File: src/rtl/debug_pkg.sv
// Shared debug-unit definitions: frame tags, sender state encoding and
// the default payload capacity (32 registers x 4 bytes).
package debug_pkg;

  localparam int MAX_BYTES_DEFAULT = 128;

  localparam logic [7:0] TAG_REGS   = 8'h01;
  localparam logic [7:0] TAG_IF_ID  = 8'h02;
  localparam logic [7:0] TAG_ID_EX  = 8'h03;
  localparam logic [7:0] TAG_EX_MEM = 8'h04;
  localparam logic [7:0] TAG_MEM_WB = 8'h05;
  localparam logic [7:0] TAG_MEM    = 8'h06;

  typedef enum logic [2:0] {
    ST_IDLE,
    ST_TAG,
    ST_LEN,
    ST_PAYLOAD,
    ST_CSUM
  } tx_state_e;

endpackage

File: src/rtl/debug_frame_tx.sv
// Framed byte sender: snapshots a wide debug vector on i_start and emits
// tag, length, payload (LSB byte first) and a two's-complement checksum
// through the UART tx_start/tx_done handshake. All outputs are registered.
module debug_frame_tx
  import debug_pkg::*;
#(
  parameter int MAX_BYTES = MAX_BYTES_DEFAULT,
  parameter int DATA_W    = MAX_BYTES * 8
) (
  input  logic              i_clk,
  input  logic              i_reset,
  input  logic              i_start,
  input  logic [7:0]        i_tag,
  input  logic [7:0]        i_len,
  input  logic [DATA_W-1:0] i_data,
  input  logic              i_tx_done,
  output logic              o_tx_start,
  output logic [7:0]        o_tx_data,
  output logic              o_busy,
  output logic              o_done
);

  localparam int         OFF_W   = (DATA_W > 1) ? $clog2(DATA_W) : 1;
  localparam logic [7:0] MAX_LEN = 8'(MAX_BYTES);

  tx_state_e         state_q, state_d;
  logic [DATA_W-1:0] snap_q, snap_d;
  logic [7:0]        len_q, len_d;
  logic [7:0]        idx_q, idx_d;
  logic [7:0]        sum_q, sum_d;
  logic              tx_start_q, tx_start_d;
  logic [7:0]        tx_data_q, tx_data_d;
  logic              busy_q, busy_d;
  logic              done_q, done_d;

  logic [OFF_W-1:0]  bit_off;
  logic [7:0]        payload_byte;

  // Next-state and next-output logic for the frame sequencer.
  always_comb begin
    // NOTE: every signal gets a default first so no path leaves it unassigned (no latches).
    state_d      = state_q;
    snap_d       = snap_q;
    len_d        = len_q;
    idx_d        = idx_q;
    sum_d        = sum_q;
    tx_start_d   = 1'b0;
    tx_data_d    = tx_data_q;
    done_d       = 1'b0;
    bit_off      = OFF_W'({idx_q, 3'b000});
    payload_byte = snap_q[bit_off +: 8];

    case (state_q)
      ST_IDLE: begin
        // Start wins over a coincident tx_done; tx_done alone is ignored here.
        if (i_start) begin
          snap_d     = i_data;
          len_d      = (i_len > MAX_LEN) ? MAX_LEN : i_len;
          idx_d      = 8'd0;
          sum_d      = i_tag;
          tx_data_d  = i_tag;
          tx_start_d = 1'b1;
          state_d    = ST_TAG;
        end
      end
      ST_TAG: begin
        if (i_tx_done) begin
          tx_data_d  = len_q;
          sum_d      = sum_q + len_q;
          tx_start_d = 1'b1;
          state_d    = ST_LEN;
        end
      end
      ST_LEN: begin
        if (i_tx_done) begin
          tx_start_d = 1'b1;
          if (len_q == 8'd0) begin
            tx_data_d = 8'h00 - sum_q;
            state_d   = ST_CSUM;
          end else begin
            tx_data_d = snap_q[7:0];
            idx_d     = 8'd1;
            state_d   = ST_PAYLOAD;
          end
        end
      end
      ST_PAYLOAD: begin
        if (i_tx_done) begin
          // The byte still held on tx_data is the one that just finished.
          sum_d      = sum_q + tx_data_q;
          tx_start_d = 1'b1;
          if (idx_q == len_q) begin
            tx_data_d = 8'h00 - sum_d;
            state_d   = ST_CSUM;
          end else begin
            tx_data_d = payload_byte;
            idx_d     = idx_q + 8'd1;
          end
        end
      end
      ST_CSUM: begin
        if (i_tx_done) begin
          done_d  = 1'b1;
          state_d = ST_IDLE;
        end
      end
      default: state_d = ST_IDLE;
    endcase

    busy_d = (state_d != ST_IDLE);
  end

  // Control and output registers; reset abandons any frame in flight.
  always_ff @(posedge i_clk or posedge i_reset) begin
    if (i_reset) begin
      state_q    <= ST_IDLE;
      len_q      <= 8'd0;
      idx_q      <= 8'd0;
      sum_q      <= 8'd0;
      tx_start_q <= 1'b0;
      tx_data_q  <= 8'h00;
      busy_q     <= 1'b0;
      done_q     <= 1'b0;
    end else begin
      // NOTE: sequential state uses non-blocking assignments so all flops update together.
      state_q    <= state_d;
      len_q      <= len_d;
      idx_q      <= idx_d;
      sum_q      <= sum_d;
      tx_start_q <= tx_start_d;
      tx_data_q  <= tx_data_d;
      busy_q     <= busy_d;
      done_q     <= done_d;
    end
  end

  // Wide snapshot register, loaded only when a frame is accepted.
  always_ff @(posedge i_clk) begin
    // NOTE: the snapshot is left unreset; it is always written before any byte is read from it.
    snap_q <= snap_d;
  end

  assign o_tx_start = tx_start_q;
  assign o_tx_data  = tx_data_q;
  assign o_busy     = busy_q;
  assign o_done     = done_q;

endmodule
File: config.mk
export PLATFORM = sky130hd
export DESIGN_NAME = debug_frame_tx
export DESIGN_NICKNAME = d
export VERILOG_FILES = /design/src/rtl/debug_pkg.sv /design/src/rtl/debug_frame_tx.sv
export SDC_FILE = /design/constraint.sdc
export NUM_CORES = 1
export LEC_CHECK = 0
export CELL_PAD_IN_SITES_DETAIL_PLACEMENT = 1
export CELL_PAD_IN_SITES_GLOBAL_PLACEMENT = 2
export CORE_AREA = 2 2 413 415
export DETAILED_ROUTE_END_ITERATION = 10
export DIE_AREA = 0 0 415 417
export DONT_BUFFER_PORTS = 1
export PLACE_DENSITY_LB_ADDON = 0.08
export SKIP_LAST_GASP = 1
export SLEW_MARGIN = 25
export SYNTH_ARGS = -nofsm -noshare
export SYNTH_HDL_FRONTEND = slang
export SYNTH_SLANG_ARGS = --single-unit
File: constraint.sdc
create_clock -name i_clk -period 29.5 [get_ports i_clk]
set_input_delay 4.425 -clock i_clk [delete_from_list [all_inputs] [get_ports i_clk]]
set_output_delay 4.425 -clock i_clk [all_outputs]
set_load 0.02 [all_outputs]
==> results.md <==
* Status: complete, no violations
* Critical path required time at roughly 30000 ps
* Peak Freq at 0.114 GHz
* Num Clock Sinks at approximately 1100
* Pre-CTS WS at about 20000 ps
* Overall power at just over 5 mW
* # hold bufs at CTS at 0
* Longest Clk Path Bufs at 3
* Buffers added on ports at 0
* Area leader, netlist: edfxtp_1
* CP Cell Sequence: nand3b_1 -> inv_8 -> buf_12 -> buf_4 -> buf_4 -> buf_4
* Worst setup startpoint: i_start
* Final Max Tran Viols at 0
* Die Span X at around 420 µm
* Clk_skew at ~54 ps
* Clock Latency Late Sink at 780 ps
* Die ar. at 173000 µm²
* Post-Synthesis Net Count at just over 3000
* Final Hold Fails at 0
* Final instance area at just under 50000 µm²
* Peak fanout along the critical path at 168
* Crit start category: input port
* Layout Nets at around 3100
* Detailed-route vias per instance at around 4.8
* Drc violations at 0
* Sequential share of the synthesized area at ~75%
* Largest net degree at the start of global routing at around 170
* Layout cells sized above 1 at between 20% and 30%
* H-tree levels at 4
* Post-DR wirelength/cell at 38.2 µm
* Synth unique cells at 68
* Post-CTS sizing at 0
* Unrepaired setup endpoints after global routing: false
* Num rows at ~150
* Setup Fix Bufs, Post-CTS at 0
* Gate Count Post-Synth at around 2000
* Setup_tns at 0 ps
* GRT overflow at 0
* CTS tree: yes
* Core area at roughly 170000 µm²
* Max Cap Viol at 0
* WL final at about 170000 µm
* HP Class: flip-flop to flip-flop
* Initial DRT Pass Iterations at 5
* 1st-iter DRT viols at 1448
* CP endpoint kind: flip-flop
* Cell type of the slowest stage on the worst timing path: buf_4
* Asr flop ratio synth at 3.58%
* Synth-to-Final Area Change at 16.5%
* Synth Warn # at 0
* Synth Flop Type: edfxtp_1
* Commonest cells after routing, fill and taps aside: edfxtp_1 (1024), mux4_2 (269), clkbuf_16 (133), nand2_1 (77), o21ai_0 (64)
* Leak at between 15 and 20 nW
* Power Density at roughly 100 nW/µm²
* Netlist Area Pre-Place at 42200 µm²
* VDD IR max at between 0.05 and 0.06 mV
* Final core occ at between 20 and 30%
* CP max stage delay at 910 ps
* Routability congestion estimate at approximately 0.84
* Hold Startpoint: idx_q[7]
* Crit Path Category: input port to flip-flop
* First-pass GRT wire length at approximately 220000 µm
* Crit Reg-Reg Startpoint: state_q[0]
* Die Y at between 400 and 500 µm
* Worst-path clk slew at 60 ps
* Post-route ant nets at 0
* # IOs at between 1000 and 1500
* FILL cells at between 15000 and 20000
* Rel. slew slack at 22.1%
* Worst setup slack after layout at 20720 ps
* Placed cell area at between 40000 and 50000 µm²
* Number of synthesized register bits at roughly 1100
* Starting density of the core at between 20% and 30%
* Tcrit/Tclk final at 29.8%
* Main area contributors after synthesis: edfxtp_1 (73%), mux4_2 (14%), dfrtp_1 (2.3%), mux2i_1 (1.4%), o21ai_0 (0.76%)
* Arr. time, crit path at 9180 ps
* Post-route minimum period at 8780 ps
* Commonest non-fill, non-tap cell in the layout: edfxtp_1
* EDFF count, synth at just over 1000
* Via count at 21600
* DP HPWL at about 130000 µm
* GRT Util Overall at between 10% and 20%
* Worst path most repeated cell: buf_4
* Mapped Avg Cell Area at ~21 µm²
* Setup violators final at 0
* Root Driver: clkbuf_16
* Initial antenna violation count at 277
* Num CTS Buffers at between 100 and 150
* Post-synth top area share at 73.0%
* Worst Tran Pin Value at around 1200 ps
* Vias in the first global route at 22800
-- kinds of logic (layout without fill, tap and decap cells) --
family,count (synthesis),count (layout),synth area share (%)
AO/OA/AOI/OAI,227,227,3.54
XOR/XNOR,32,32,0.665
buffers and inverters,123,293,1.54
other,0,56,0
AND/OR/NAND/NOR,206,206,2.35
flip-flops,1062,1062,75.2
multiplexers,340,340,16.1
adder cells (fa/ha/maj),19,19,0.600
-- sequential cells by signal (all words and copies together), names as in the netlist --
register and count:
sum_q 8, idx_q 8, o_tx_data 8, snap_q 1024, o_busy 1, state_q 3, o_done 1, len_q 8
o_tx_start 1
-- synthesized netlist by cell type, types with 6 or more instances --
cell,n
edfxtp_1,1024
mux4_2,269
nand2_1,77
o21ai_0,64
mux2i_1,58
clkbuf_1,45
dfrtp_1,38
nor2_1,38
a21oi_1,36
buf_2,22
buf_4,20
nand2b_1,20
xnor2_1,19
ha_1,17
nor3_1,17
a22oi_1,16
inv_1,15
mux2_2,13
xor2_1,13
a31oi_1,12
nand3_1,11
o211ai_1,11
a211oi_1,10
a221oi_1,10
o22ai_1,10
buf_6,9
a21o_1,8
and2_1,7
buf_1,6
or3_1,6
-- through the flow --
step	hold WS (ps)	instances
finish	527	4453
global route	556	4418
CTS	537	4397
detailed placement	527	4164
global placement	497	4164
floorplan	466	2009
-- layer usage --
layer  global-route usage, %  up-vias  part of all wire, %
li1                        -     8654                    -
met1                    21.3    11100                   36
met2                    35.5     1130                   53
met3                    6.93      577                  7.3
met4                    3.77      130                  2.8
met5                       0        -                 0.51
-- power by group --
| group | switching, mW | internal (mW) |
|---|---|---|
| combinational | 0.788 | 0.541 |
| clock | 0.664 | 0.930 |
| sequential | 0.171 | 2.05 |
| total | 1.62 | 3.52 |
-- final cells by class --
type | instances | area, µm² | share of cell area, %
timing repair buffer | 40 | 374 | 0.762
antenna | 56 | 140 | 0.285
clock buffer | 159 | 3430 | 6.97
inverter | 20 | 86.3 | 0.176
clock inverter | 74 | 795 | 1.62
tap | 2218 | 2780 | 5.65
multi-input combinational | 824 | 9810 | 20.0
sequential | 1062 | 31700 | 64.6
-- worst paths after layout --
| check | to | slack [ps] | cells past startpoint |
|---|---|---|---|
| max reg2reg | snap_q[241] | 23260 | 7 |
| max in group asynchronous | idx_q[4] | 25350 | 2 |
| min in group asynchronous | sum_q[3] | 3670 | 2 |
| min reg2reg | idx_q[7] | 530 | 1 |
| max | snap_q[241] | 20720 | 6 |
| min | idx_q[7] | 530 | 1 |
-- critical path: cells and delay by family --
family	cells	cell delay, ps
buf+inv	5	4100
simple gates	1	460
Note: power is estimated with default switching activity, not from simulation.
